--- config.mk ---
export PLATFORM = sky130hd
export DESIGN_NAME = freq_counter_latch
export DESIGN_NICKNAME = d
export VERILOG_FILES = /design/src/rtl/freq_counter_latch.sv
export SDC_FILE = /design/constraint.sdc
export NUM_CORES = 1
export LEC_CHECK = 0
export ABC_AREA = 1
export ABC_CLOCK_PERIOD_IN_PS = 1650
export BUFFER_PORTS_ARGS = -buffer_cell sky130_fd_sc_hd__buf_2
export CORE_AREA = 10 10 97 99
export CTS_CLUSTER_DIAMETER = 120
export DETAILED_ROUTE_END_ITERATION = 6
export DIE_AREA = 0 0 107 109
export PLACE_DENSITY = 0.77
export RECOVER_POWER = 25
export SETUP_SLACK_MARGIN = 0.02
export SKIP_CTS_REPAIR_TIMING = 1
export SYNTH_ARGS = -nofsm -noshare
export SYNTH_HDL_FRONTEND = slang
export SYNTH_SLANG_ARGS = --single-unit
--- constraint.sdc ---
create_clock -name clk -period 1.65 [get_ports clk]
set_input_delay 0.2475 -clock clk [delete_from_list [all_inputs] [get_ports clk]]
set_output_delay 0.2475 -clock clk [all_outputs]
set_load 0.05 [all_outputs]
--- src/rtl/freq_counter_latch.sv ---
// Gated BCD frequency counter with a synchronized control interface and a result latch.
// Optional FREQ_OVF_SATURATE_EN: saturate at all-9s and flag ovf; otherwise the count wraps and ovf is 0.
module freq_counter_latch #(
    parameter int DIGITS      = 8,
    parameter int SYNC_STAGES = 2
) (
    input  logic                clk,
    input  logic                rst_n,
    input  logic                sig_in,
    input  logic                count_en,
    input  logic                latch_en,
    input  logic                clear,
    output logic [4*DIGITS-1:0] freq_bcd,
    output logic                freq_valid,
    output logic                ovf
);

    localparam int W = 4 * DIGITS;

    localparam logic [1:0] S_IDLE    = 2'd0;
    localparam logic [1:0] S_COUNT   = 2'd1;
    localparam logic [1:0] S_DONE    = 2'd2;
    localparam logic [1:0] S_LATCHED = 2'd3;

    logic [SYNC_STAGES-1:0] sig_sync;
    logic [SYNC_STAGES-1:0] gate_sync;
    logic [SYNC_STAGES-1:0] latch_sync;
    logic [SYNC_STAGES-1:0] clear_sync;
    logic                   sig_d;
    logic                   latch_d;
    logic                   clear_d;
    logic                   edge_p;
    logic                   latch_p;
    logic                   clear_p;
    logic                   gate;

    logic [1:0]             state;
    logic [W-1:0]           count;
    logic [W-1:0]           count_inc;
    logic                   inc_req;

    function automatic logic [W-1:0] bcd_inc(input logic [W-1:0] v);
        logic [W-1:0] r;
        logic         carry;
        r     = v;
        carry = 1'b1;
        for (int i = 0; i < DIGITS; i++) begin
            if (carry) begin
                if (v[4*i +: 4] == 4'd9) begin
                    r[4*i +: 4] = 4'd0;
                end else begin
                    r[4*i +: 4] = v[4*i +: 4] + 4'd1;
                    carry       = 1'b0;
                end
            end
        end
        return r;
    endfunction

    // Pulses are registered so edge_p lands SYNC_STAGES+1 clk after the pin edge.
    always_ff @(posedge clk or negedge rst_n) begin
        if (!rst_n) begin
            sig_sync   <= '0;
            gate_sync  <= '0;
            latch_sync <= '0;
            clear_sync <= '0;
            sig_d      <= 1'b0;
            latch_d    <= 1'b0;
            clear_d    <= 1'b0;
            edge_p     <= 1'b0;
            latch_p    <= 1'b0;
            clear_p    <= 1'b0;
        end else begin
            sig_sync   <= {sig_sync[SYNC_STAGES-2:0], sig_in};
            gate_sync  <= {gate_sync[SYNC_STAGES-2:0], count_en};
            latch_sync <= {latch_sync[SYNC_STAGES-2:0], latch_en};
            clear_sync <= {clear_sync[SYNC_STAGES-2:0], clear};
            sig_d      <= sig_sync[SYNC_STAGES-1];
            latch_d    <= latch_sync[SYNC_STAGES-1];
            clear_d    <= clear_sync[SYNC_STAGES-1];
            edge_p     <= sig_sync[SYNC_STAGES-1] & ~sig_d;
            latch_p    <= latch_sync[SYNC_STAGES-1] & ~latch_d;
            clear_p    <= clear_sync[SYNC_STAGES-1] & ~clear_d;
        end
    end

    assign gate = gate_sync[SYNC_STAGES-1];

    always_comb begin
        count_inc = bcd_inc(count);
        inc_req   = (state == S_COUNT) && gate && edge_p;
    end

    // clear_p takes priority over every transition, including a simultaneous latch.
    always_ff @(posedge clk or negedge rst_n) begin
        if (!rst_n) begin
            state      <= S_IDLE;
            count      <= '0;
            freq_bcd   <= '0;
            freq_valid <= 1'b0;
        end else begin
            freq_valid <= 1'b0;
            if (clear_p) begin
                state <= S_IDLE;
                count <= '0;
            end else begin
                case (state)
                    S_IDLE: begin
                        if (gate) state <= S_COUNT;
                    end
                    S_COUNT: begin
                        if (!gate) begin
                            state <= S_DONE;
                        end else if (inc_req) begin
`ifdef FREQ_OVF_SATURATE_EN
                            if (count != {DIGITS{4'h9}}) count <= count_inc;
`else
                            count <= count_inc;
`endif
                        end
                    end
                    S_DONE: begin
                        if (latch_p) begin
                            freq_bcd   <= count;
                            freq_valid <= 1'b1;
                            state      <= S_LATCHED;
                        end
                    end
                    default: state <= state;
                endcase
            end
        end
    end

`ifdef FREQ_OVF_SATURATE_EN
    always_ff @(posedge clk or negedge rst_n) begin
        if (!rst_n) begin
            ovf <= 1'b0;
        end else if (clear_p) begin
            ovf <= 1'b0;
        end else if (inc_req && (count == {DIGITS{4'h9}})) begin
            ovf <= 1'b1;
        end
    end
`else
    assign ovf = 1'b0;
`endif

endmodule

# After elaboration in Yosys (flattened, before gate mapping)
# Index checks and enable logic that the tools add are counted.
# classes
addsub	8
eq_ne	13
n_mux	40
bitwise_logic	7
n_reduce_logical	24
# op_table
cell	count
$mux W32	4
$mux W4	15
$add A4 B1 Y4 const B	8
$eq A4 B4 Y1 const B	8
$reduce_and A4 Y1	8
$reduce_bool A2 Y1	10
$mux W1	16
$ne A3 B3 Y1 const B	3
$mux W2	4
$pmux W2 S3	1
$reduce_and A3 Y1	2
$not A1 Y1	4
$reduce_bool A4 Y1	1
$and A1 B1 Y1	3
$eq A2 B1 Y1 const B	1
$eq A2 B2 Y1 const B	1
$logic_and A1 B1 Y1	2
$logic_not A2 Y1	1
# totals
reg_bits	81
inputBits	6
output_inout_bits	34
elab_cells	113

# Logic depth before layout (Yosys ltp)
# Gate-level depths: netlist (run 1).
# depth
ltp_word	13
ltp_mapped	10
depth_no_buf	10

# Least setup slack after synthesis (run 1)
# Ideal clock, no wire load.
# synth_timing
path_kind	register -> register
startpoint	register state[1]
endpoint	register count[20]
setup_time_ps	118
arrival_time_ps	1356
required_ps	1532
path_slack_ps	176
path_stages_with_launch	10
n_path_buf	0
period_less_slack_ps	1474
path_cell_list	dfrtp_1 -> inv_1 -> ha_1 -> nand3_1 -> nand2_4 -> nand4_2 -> nand2_4 -> nand2_4 -> nand2_1 -> o21ai_2
# synth_via
elab_chain_len	5
word_cells_on_any_way	6
cone_classes	1 x eq/ne; 5 x reduce/logical
# synth_lines
item	line_no	source
start, declared	37	logic [1:0] state;
start signal, assigned	129	default: state <= state;
$eq A2 B1 Y1 (*)	91, 107	
$logic_and A1 B1 Y1 (2 in series)	91	inc_req = (state == S_COUNT) && gate && edge_p;
$reduce_bool A2 Y1 (no line)	n/a	
$reduce_and A4 Y1 (no line) (*)	n/a	
end signal, assigned	118	count <= count_inc;
end, declared	38	logic [W-1:0] count;
# Every way passes the cells marked *; elsewhere a longest branch is shown, timed or not.
# A chain may end at the register's enable or synchronous reset.

# Final worst setup path (run 1)
# layout_timing
startpoint	register state[0]
endpoint	register count[10]
# The elaborated chain is that of the path after synthesis.

==> results.tsv, run 1 <==
stage	metric	value	unit
power	leakage power	2.27	nW
critical_path	Crit Path Max Fanout	6	
global_routing	first-pass GRT wire length	12300	um
sta	fin. max-slew vios	0	
final_layout	ANT cells	0	
final_layout	P&R area growth vs syn	20.4	%
critical_path	FF-to-FF path depth	9	
sta	setup repair after global routing missed its margin	yes	
cts	clk buf depth	2	
floorplanning	Die X	107	um
synthesis	Net Count, Synth	409	
synthesis	Post-Synthesis Cells	386	
synthesis	most area-consuming cells after synthesis	dfrtp_1 56%, nand2_1 9.2%, ha_1 5.8%, o21ai_0 5.4%, inv_1 4.0%	
floorplanning	# rows	32	
synthesis	Ys Warns	0	
synthesis	Synth top cells by count	89 x nand2_1, 81 x dfrtp_1, 39 x inv_1, 39 x o21ai_0, 21 x nand3_1	
synthesis	Synth area leader	dfrtp_1	
routing	vias per cell	4.95	
global_routing	vias in the first global route	2662	
critical_path	critical path class	reg -> reg	
critical_path	critical path startpoint category	flip-flop	
min_path	Hold WC Path Type	reg -> reg	
min_path	hold path startpoint	sig_sync[0]$_DFF_PN0_	
synthesis	Mean Syn Cell Area	9.44	um2
floorplanning	die footprint	11700	um2
sta	final setup TNS	0	ps
critical_path	Worst EP arrival	1850	ps
critical_path	Worst setup EP type	flip-flop	
routing	1st-iter DRT viols	70	
routing	post-detailed-route count of antenna-violating nets	0	
sta	clock skew	7.52	ps
critical_path	FF-to-FF Start	state[0]$_DFFE_PN0P_	
cts	cts bufs inserted	9	
sta	Slew Limit Headroom	64.4	%
final_layout	share of cells above drive strength 1	24.7	%
global_routing	pin count of the biggest net entering global routing	38	
sta	Hold Vio Cnt, Final	0	
synthesis	top-count cell post-synth	nand2_1	
synthesis	post-synth top area share	55.6	%
floorplanning	io pins	40	
routing	post-route DRC violation count	0	
synthesis	Synth cell types	34	
routing	final WL	7380	um
sta	part of the cycle the worst path needs	95.6	%
place	post-DP HPWL	5150	um
final_layout	final net count	471	
flow_run	Max-Cap Viols	0	
min_path	Worst Hold Path Cells	0	
cts	Root Driver	clkbuf_8	
floorplanning	Die H	109	um
place	gpl congestion	0.746	
sta	final hold slack	351	ps
routing	total number of vias	2746	
sta	Final min period	1580	ps
cts	CTS tree	yes	
floorplanning	Starting Density	48.4	%
synthesis	Yosys reg bits	81	
synthesis	EDFF count, synth	0	
global_routing	initial antenna violation count	0	
place	Place WS	16.9	ps
critical_path	reg2reg end	count[10]$_DFFE_PN0P_	
sta	setup ws final	73.0	ps
synthesis	share of synthesized registers carrying an async set or reset	100	%
floorplanning	core area	7530	um2
sta	Peak Freq	0.634	GHz
synthesis	Post-Syn Area	3640	um2
outcome	status	finished, final reports clean	
synthesis	sequential area share after synthesis	55.6	%
power	Max IR drop VDD	0.651	mV
sta	number of setup violations in the final report	0	
critical_path	reg-to-reg slack, setup	70	ps
global_routing	Tot GR Track Use	13.0	%
cts	CTS HTree Levels	3	
critical_path	Critical Path RT	1930	ps
global_routing	Congestion Overflow GR	0	
cts	Clock Latency Late Sink	350	ps
place	I/O Buffers	38	
routing	routed length per instance	13.3	um
power	Pwr Density	1200	nW/um2
cts	Clock transition at path regs	80	ps
min_path	WHS Endpoint	sig_sync[1]$_DFF_PN0_	
routing	Pre-antenna DRT Iters	4	
synthesis	Post-synth top flop	dfrtp_1	
sta	measured slew at the worst slew-check pin	533	ps
cts	CTS Sinks	81	
sequential cells by signal, summed over array words and instances, names as in the netlist, 2 cells and up:
name / flops
gate_sync: 2
count: 32
clear_sync: 2
state: 2
latch_sync: 2
sig_sync: 2
freq_bcd: 32
final cells by class:
class	count	area, um2
well taps	102	128
clock inverters	5	78.8
multi-input cells	249	1460
flip-flops and latches	81	2030
repair buffers	60	372
clock buffers	11	141
fillers	684	3140
inverters	47	181
worst max path at each step:
stage | start | to | slack [ps]
floorplan | state[1]$_DFFE_PN0P_ | count[20]$_DFFE_PN0P_ | 180
global placement | state[1]$_DFFE_PN0P_ | count[20]$_DFFE_PN0P_ | 100
detailed placement | state[1]$_DFFE_PN0P_ | count[22]$_DFFE_PN0P_ | 20
CTS | state[1]$_DFFE_PN0P_ | count[25]$_DFFE_PN0P_ | -30
global route | state[1]$_DFFE_PN0P_ | count[15]$_DFFE_PN0P_ | -20
finish | state[0]$_DFFE_PN0P_ | count[10]$_DFFE_PN0P_ | 70
stage by stage:
step / total power, mW / cell area, um2 / std cells / utilization [%]
2_1_floorplan: 3.28 / 3640 / 386 / -
3_3_place_gp: 3.56 / 4000 / 525 / 53.1
3_5_place_dp: 3.62 / 4000 / 525 / 53.1
4_1_cts: 5.22 / 4220 / 541 / 56.0
5_1_grt: 5.54 / 4390 / 555 / 58.3
6_report: 5.25 / 4390 / 555 / 58.3
worst max-delay path: stages, from the launching register on:
cell and delay (ps):
dfrtp_1 420, ha_4 180, nand3_2 90, nand2_4 100, buf_4 160, nand3_1 100
inv_2 60, nor2_2 190, nand2_1 80, nor2_1 120
cell usage in the layout (no fill, tap or decap), types with 2 or more instances in the layout:
| master | netlist | layout |
|---|---|---|
| nor2_4 | 1 | 2 |
| o21ai_2 | 4 | 4 |
| clkbuf_8 | 0 | 10 |
| nand2_1 | 89 | 85 |
| nor2_1 | 17 | 17 |
| a21oi_1 | 7 | 7 |
| nand3_2 | 4 | 5 |
| buf_2 | 2 | 37 |
| nand4_1 | 9 | 9 |
| o21ai_1 | 8 | 8 |
| dlygate4sd3_1 | 0 | 5 |
| ha_1 | 17 | 15 |
| o21ai_0 | 39 | 39 |
| nand2_4 | 4 | 5 |
| o31ai_1 | 2 | 2 |
| inv_1 | 39 | 37 |
| nand3_1 | 21 | 19 |
| buf_4 | 1 | 15 |
| bufinv_16 | 0 | 2 |
| nor2_2 | 4 | 3 |
| dfrtp_1 | 81 | 81 |
| xor2_1 | 7 | 7 |
| inv_2 | 7 | 9 |
| clkinv_2 | 0 | 2 |
| nand2_2 | 3 | 6 |
| nor3_1 | 3 | 3 |
kinds of logic after synthesis:
logic type      count (synthesis)  share of synthesized area, %
buf+inv                        56                          6.01
fa+ha+maj                      17                          5.84
flops                          81                          55.6
compound gates                 64                          9.58
xor+xnor                        8                          1.92
simple gates                  159                          20.9
other cells                     1                         0.103
layer usage:
layer	vias to the layer above	routed length, um	global-route usage (%)
li1	1365	-	-
met1	1319	3160	16.0
met2	53	3690	20.8
met3	9	434	4.13
met4	0	97	5.13
met5	-	0	0
power by group:
part	internal, mW	switching [mW]
registers	2.21	0.161
logic	0.387	0.910
clock network	0.891	0.692
(Power assumes the default switching activity.)
==> run 2: changes to the inputs <==
--- a/config.mk
+++ b/config.mk
@@ -8,10 +8,10 @@
 export ABC_AREA = 1
 export ABC_CLOCK_PERIOD_IN_PS = 1650
 export BUFFER_PORTS_ARGS = -buffer_cell sky130_fd_sc_hd__buf_2
-export CORE_AREA = 10 10 97 99
+export CORE_AREA = 10 10 81 118
 export CTS_CLUSTER_DIAMETER = 120
 export DETAILED_ROUTE_END_ITERATION = 6
-export DIE_AREA = 0 0 107 109
+export DIE_AREA = 0 0 91 128
 export PLACE_DENSITY = 0.77
 export RECOVER_POWER = 25
 export SETUP_SLACK_MARGIN = 0.02
==> run 2 against run 1 <==
Against the previous run: non-clock buffer count shrank 3; worst hold slack lost 340 ps; clock skew shrank 3.6 ps; die area shrank 0.13%; sequential cell count is the same; count of clock-buffer cells in the layout shrank 2; cell count shrank 0.54%; maximum frequency grew 2.6%; critical path depth is the same; first-iteration DRC count grew 63%; critical path type unchanged; highest routed layer unchanged; critical endpoint is now count[20]$_DFFE_PN0P_.
==> results.tsv, run 2 (synthesis gave the netlist of run 1 again) <==
stage	metric	value	unit
outcome	status	finished, final reports clean	
critical_path	critical path class	reg -> reg	
power	Max IR drop VDD	1.12	mV
cts	clk buf depth	2	
final_layout	footprint of the multi-input gates	1450	um2
power	Pwr Density	1360	nW/um2
cts	Clock transition at path regs	60	ps
sta	Final min period	1540	ps
critical_path	Worst EP arrival	1770	ps
sta	Slew Limit Headroom	45.0	%
cts	Root Driver	clkbuf_16	
final_layout	Fillers	645	
place	gpl congestion	0.771	
cts	Clock Latency Late Sink	340	ps
final_layout	commonest non-fill, non-tap cells in the layout	89 x nand2_1, 81 x dfrtp_1, 39 x o21ai_0, 37 x inv_1, 37 x buf_2	
cts	CTS tree	yes	
power	combinational share of power	21.3	%
final_layout	final net count	468	
floorplanning	Die X	91	um
power	share of power burned in registers	39.1	%
floorplanning	Die H	128	um
final_layout	Register Area	2030	um2
power	clock power share	39.7	%
sta	part of the cycle the worst path needs	93.2	%
global_routing	pin count of the biggest net entering global routing	35	
flow_run	Max-Cap Viols	0	
min_path	Hold WC Path Type	in -> reg	
global_routing	Congestion Overflow GR	0	
sta	setup ws final	113	ps
final_layout	ANT cells	0	
routing	post-detailed-route count of antenna-violating nets	0	
critical_path	Critical Path RT	1880	ps
sta	measured slew at the worst slew-check pin	825	ps
cts	cts bufs inserted	9	
cts	CTS HTree Levels	3	
sta	number of setup violations in the final report	0	
power	Switching Power	1.87	mW
final_layout	top flop regs	count: 32 flops, freq_bcd: 32 flops	
routing	post-route DRC violation count	0	
floorplanning	core area	7510	um2
place	I/O Buffers	38	
final_layout	post-layout util	59.8	%
routing	vias per cell	5.02	
floorplanning	io pins	40	
critical_path	Crit Path Max Fanout	8	
sta	Peak Freq	0.651	GHz
routing	final WL	7490	um
global_routing	initial antenna violation count	0	
global_routing	vias in the first global route	2703	
place	post-DP HPWL	5270	um
power	sw frac	30.7	%
routing	routed length per instance	13.6	um
sta	clock skew	3.95	ps
routing	total number of vias	2771	
final_layout	share of cells above drive strength 1	24.7	%
final_layout	P&R area growth vs syn	23.3	%
critical_path	Worst setup EP type	flip-flop	
global_routing	first-pass GRT wire length	12600	um
critical_path	critical path startpoint category	flip-flop	
sta	fin. max-slew vios	0	
global_routing	Tot GR Track Use	13.1	%
routing	Pre-antenna DRT Iters	4	
floorplanning	# rows	39	
cts	CTS Sinks	81	
floorplanning	die footprint	11600	um2
final_layout	most common cell after layout, fill and taps aside	nand2_1	
sta	Hold Vio Cnt, Final	0	
place	Place WS	-33.1	ps
power	leakage power	2.32	nW
floorplanning	Starting Density	48.5	%
sta	final setup TNS	0	ps
power	Power Internal	4.23	mW
routing	1st-iter DRT viols	114	
==> run 2: layer usage <==
layer,up-vias,global-route usage [%],share of wire [%]
li1,1366,-,-
met3,13,3.99,4.9
met5,-,0,0
met2,58,22.6,52
met1,1334,14.6,41
met4,0,6.01,2.1
==> run 2: layout make-up <==
type	instances	share of cell area, %
sequential	81	45.1
multi-input combinational	249	32.1
timing repair buffer	57	7.77
clock buffer	9	5.01
inverter	47	3.98
clock inverter	7	3.17
tap	102	2.84
==> run 2: worst max-delay path, stage by stage, from the launching register on <==
cell and delay [ps]:
dfrtp_1 390, inv_1 100, ha_2 200, nand3_4 90
nor2_4 140, nand4_2 120, nand2_4 140, nand2_4 90
nand2_1 100, o21ai_2 50
==> run 2: path summary, 6_finish.rpt <==
check / startpoint / end / slack (ps) / depth (start not counted)
max in group asynchronous: rst_n / count[23]$_DFFE_PN0P_ / 360 / 3
min in group asynchronous: rst_n / clear_sync[0]$_DFF_PN0_ / 550 / 2
setup reg to reg: count[1]$_DFFE_PN0P_ / count[20]$_DFFE_PN0P_ / 110 / 9
hold reg to reg: sig_sync[0]$_DFF_PN0_ / sig_sync[1]$_DFF_PN0_ / 350 / 0
setup / recovery: count[1]$_DFFE_PN0P_ / count[20]$_DFFE_PN0P_ / 110 / 9
hold / removal: count_en / gate_sync[0]$_DFF_PN0_ / 10 / 1
==> run 2: power groups by stage <==
stage / Sequential, mW / Combinational, mW / Clock (mW)
after floorplan: 2.76 / 0.515 / 0
after global placement: 2.40 / 1.16 / 0
after detailed placement: 2.41 / 1.21 / 0
after CTS: 2.38 / 1.23 / 2.45
after global routing: 2.41 / 1.43 / 2.53
final: 2.38 / 1.30 / 2.42
==> run 2: through the flow <==
| stage | hold slack (ps) | power, mW | cells | area (um2) |
|---|---|---|---|---|
| 6_report | 12.0 | 6.10 | 552 | 4500 |
| 5_1_grt | 1.75 | 6.37 | 552 | 4500 |
| 4_1_cts | -148 | 6.05 | 541 | 4370 |
| 3_5_place_dp | 213 | 3.62 | 525 | 4000 |
| 3_3_place_gp | 207 | 3.56 | 525 | 4000 |
| 2_1_floorplan | -48.1 | 3.28 | 386 | 3640 |
==> run 3: changes to the inputs <==
--- a/config.mk
+++ b/config.mk
@@ -5,13 +5,12 @@
 export SDC_FILE = /design/constraint.sdc
 export NUM_CORES = 1
 export LEC_CHECK = 0
-export ABC_AREA = 1
 export ABC_CLOCK_PERIOD_IN_PS = 1650
 export BUFFER_PORTS_ARGS = -buffer_cell sky130_fd_sc_hd__buf_2
-export CORE_AREA = 10 10 81 118
+export CORE_AREA = 10 10 81 117
 export CTS_CLUSTER_DIAMETER = 120
 export DETAILED_ROUTE_END_ITERATION = 6
-export DIE_AREA = 0 0 91 128
+export DIE_AREA = 0 0 91 127
 export PLACE_DENSITY = 0.77
 export RECOVER_POWER = 25
 export SETUP_SLACK_MARGIN = 0.02
==> constraint.sdc (replaced) <==
create_clock -name clk -period 1.65 [get_ports clk]
set_input_delay 0.165 -clock clk [delete_from_list [all_inputs] [get_ports clk]]
set_output_delay 0.165 -clock clk [all_outputs]
set_load 0.05 [all_outputs]
==> run 3 against run 2 <==
Against the previous run: sequential power barely moved; maximum frequency is 14% lower; critical path type unchanged; design area is 7.3% higher; worst setup slack lost 260 ps; count of clock-buffer cells in the layout grew 3; the flow now finishes with violations (negative setup slack).
==> results.tsv, run 3 <==
stage	metric	value	unit
outcome	status	complete, but fails checks	
outcome	failing checks	negative setup slack	
sta	final setup TNS	-862	ps
synthesis	Post-synth top flop	dfrtp_1	
place	I/O Buffers	38	
global_routing	Congestion Overflow GR	0	
place	gpl congestion	0.859	
floorplanning	Die X	91	um
cts	CTS HTree Levels	3	
sta	measured slew at the worst slew-check pin	966	ps
synthesis	Net Count, Synth	377	
synthesis	post-synth top area share	56.6	%
global_routing	first-pass GRT wire length	13200	um
min_path	Hold WC Path Type	in -> async	
synthesis	Synth top cells by count	95 x nand2_1, 81 x dfrtp_1, 21 x o21ai_0, 20 x nor2_1, 17 x ha_1	
critical_path	reg2reg end	count[29]$_DFFE_PN0P_	
floorplanning	# rows	39	
sta	setup repair after global routing missed its margin	yes	
sta	Slew Limit Headroom	35.6	%
cts	Clock Latency Late Sink	340	ps
synthesis	Mean Syn Cell Area	10.1	um2
place	placed cell areas	4240	um2
sta	clock skew	6.13	ps
final_layout	Post-Layout Inst Area	4830	um2
sta	setup ws final	-147	ps
critical_path	Worst EP arrival	2040	ps
final_layout	most common cell after layout, fill and taps aside	nand2_1	
power	Pwr Density	1200	nW/um2
cts	CTS tree	yes	
global_routing	pin count of the biggest net entering global routing	79	
sta	fin. max-slew vios	0	
power	leakage power	2.43	nW
final_layout	share of cells above drive strength 1	33.0	%
global_routing	Tot GR Track Use	13.8	%
synthesis	Synth area leader	dfrtp_1	
critical_path	FF-to-FF Start	count[0]$_DFFE_PN0P_	
routing	post-detailed-route count of antenna-violating nets	0	
cts	clk buf depth	2	
routing	routed length per instance	15.0	um
synthesis	top-count cell post-synth	nand2_1	
floorplanning	Starting Density	47.7	%
synthesis	Yosys reg bits	81	
floorplanning	io pins	40	
critical_path	reg-to-reg slack, setup	-150	ps
critical_path	Worst setup EP type	flip-flop	
synthesis	share of synthesized registers carrying an async set or reset	100	%
critical_path	cells along the critical path	ha_4, and3b_1, and4_4, and4_4, buf_4, or3_4, o31ai_2	
final_layout	ANT cells	0	
critical_path	peak per-stage delay on the critical path	420	ps
critical_path	Worst Setup SP	count[0]$_DFFE_PN0P_	
critical_path	Crit Path Max Fanout	4	
floorplanning	core area	7510	um2
floorplanning	Die H	127	um
synthesis	Post-Syn Area	3580	um2
critical_path	Critical Path RT	1890	ps
global_routing	vias in the first global route	2849	
routing	total number of vias	2881	
synthesis	Post-Synthesis Cells	354	
synthesis	sequential area share after synthesis	56.6	%
final_layout	commonest non-fill, non-tap cells in the layout	95 x nand2_1, 81 x dfrtp_1, 49 x buf_4, 37 x buf_2, 18 x nor2_1	
cts	cts bufs inserted	9	
final_layout	final net count	473	
sta	part of the cycle the worst path needs	109	%
routing	final WL	8340	um
power	Max IR drop VDD	0.754	mV
cts	Clock transition at path regs	60	ps
critical_path	slowest CP cell	dfrtp_1	
floorplanning	die footprint	11600	um2
final_layout	top flop regs	count: 32 flops, freq_bcd: 32 flops	
critical_path	FF-to-FF path depth	7	
routing	Pre-antenna DRT Iters	4	
synthesis	Ys Warns	0	
critical_path	critical path startpoint category	flip-flop	
final_layout	P&R area growth vs syn	34.7	%
synthesis	most area-consuming cells after synthesis	dfrtp_1 57%, nand2_1 10%, ha_1 5.9%, o21ai_0 2.9%, nor2_1 2.1%	
sta	Peak Freq	0.556	GHz
synthesis	EDFF count, synth	0	
critical_path	cell mode on critical path	and4_4	
cts	Root Driver	clkbuf_16	
sta	Final min period	1800	ps
global_routing	initial antenna violation count	0	
routing	post-route DRC violation count	0	
final_layout	Fillers	611	
sta	Hold Vio Cnt, Final	0	
critical_path	critical path class	reg -> reg	
sta	number of setup violations in the final report	11	
cts	CTS Sinks	81	
routing	1st-iter DRT viols	214	
synthesis	Synth cell types	43	
place	post-DP HPWL	5370	um
routing	vias per cell	5.17	
flow_run	Max-Cap Viols	0	
run 3: worst max-delay path by stage:
stage                                  endpoint  slack, ps  cells after the start
after CTS                 count[29]$_DFFE_PN0P_       -200                      8
after global placement    count[31]$_DFFE_PN0P_       -100                      7
after global routing      count[19]$_DFFE_PN0P_       -230                      8
after floorplan           count[31]$_DFFE_PN0P_       -150                      8
final                     count[29]$_DFFE_PN0P_       -150                      7
after detailed placement  count[29]$_DFFE_PN0P_       -170                      8
run 3: through the flow:
step	instances	total power, mW	hold slack [ps]	utilization (%)	setup WS, ps
after floorplan	354	3.22	-131	-	-152
after global placement	530	3.65	-33.3	56.5	-104
after detailed placement	530	3.71	-31.9	56.5	-173
after CTS	546	5.59	-389	60.3	-196
after global routing	557	6.08	198	64.2	-231
final	557	5.81	185	64.2	-147
run 3: cells by family (layout without fill, tap and decap cells):
logic type / count (synthesis) / after routing / synth area share [%]
xor gates and xnor gates: 5 / 5 / 1.22
other: 1 / 1 / 0.105
DFF: 81 / 81 / 56.6
AOI/OAI and AO/OA: 48 / 48 / 8.00
muxes: 6 / 6 / 1.75
buffers and inverters: 24 / 125 / 2.83
adders and majority gates: 17 / 17 / 5.94
and+or+nand+nor: 172 / 172 / 23.6
run 3: layout make-up:
class	instances	area, um2	share of cell area, %
clock buffers	12	256	5.32
clock inverters	4	27.5	0.570
inverters	13	51.3	1.06
multi-input cells	249	1670	34.5
flip-flops and latches	81	2030	42.0
well taps	102	128	2.64
repair buffers	96	669	13.9
run 3: worst max-delay path, delay by kind of cell (launching register included):
kind	cells	cell delay (ps)
compound gates	1	70
fa+ha+maj	1	180
buf+inv	1	140
flops	1	420
simple gates	4	900
run 3: per-layer routing:
layer	GRT usage [%]	vias to the layer above	routed length, um
li1	-	1383	-
met1	15.4	1416	3240
met2	23.7	67	4440
met3	3.75	15	472
met4	7.03	0	185
met5	0	-	0
run 3: power breakdown:
part / switching (mW) / internal [mW] / leakage (nW) / total [mW]
registers: 0.166 / 2.21 / 1.08 / 2.38
logic: 0.966 / 0.596 / 1.22 / 1.56
clock network: 0.767 / 1.10 / 0.131 / 1.86
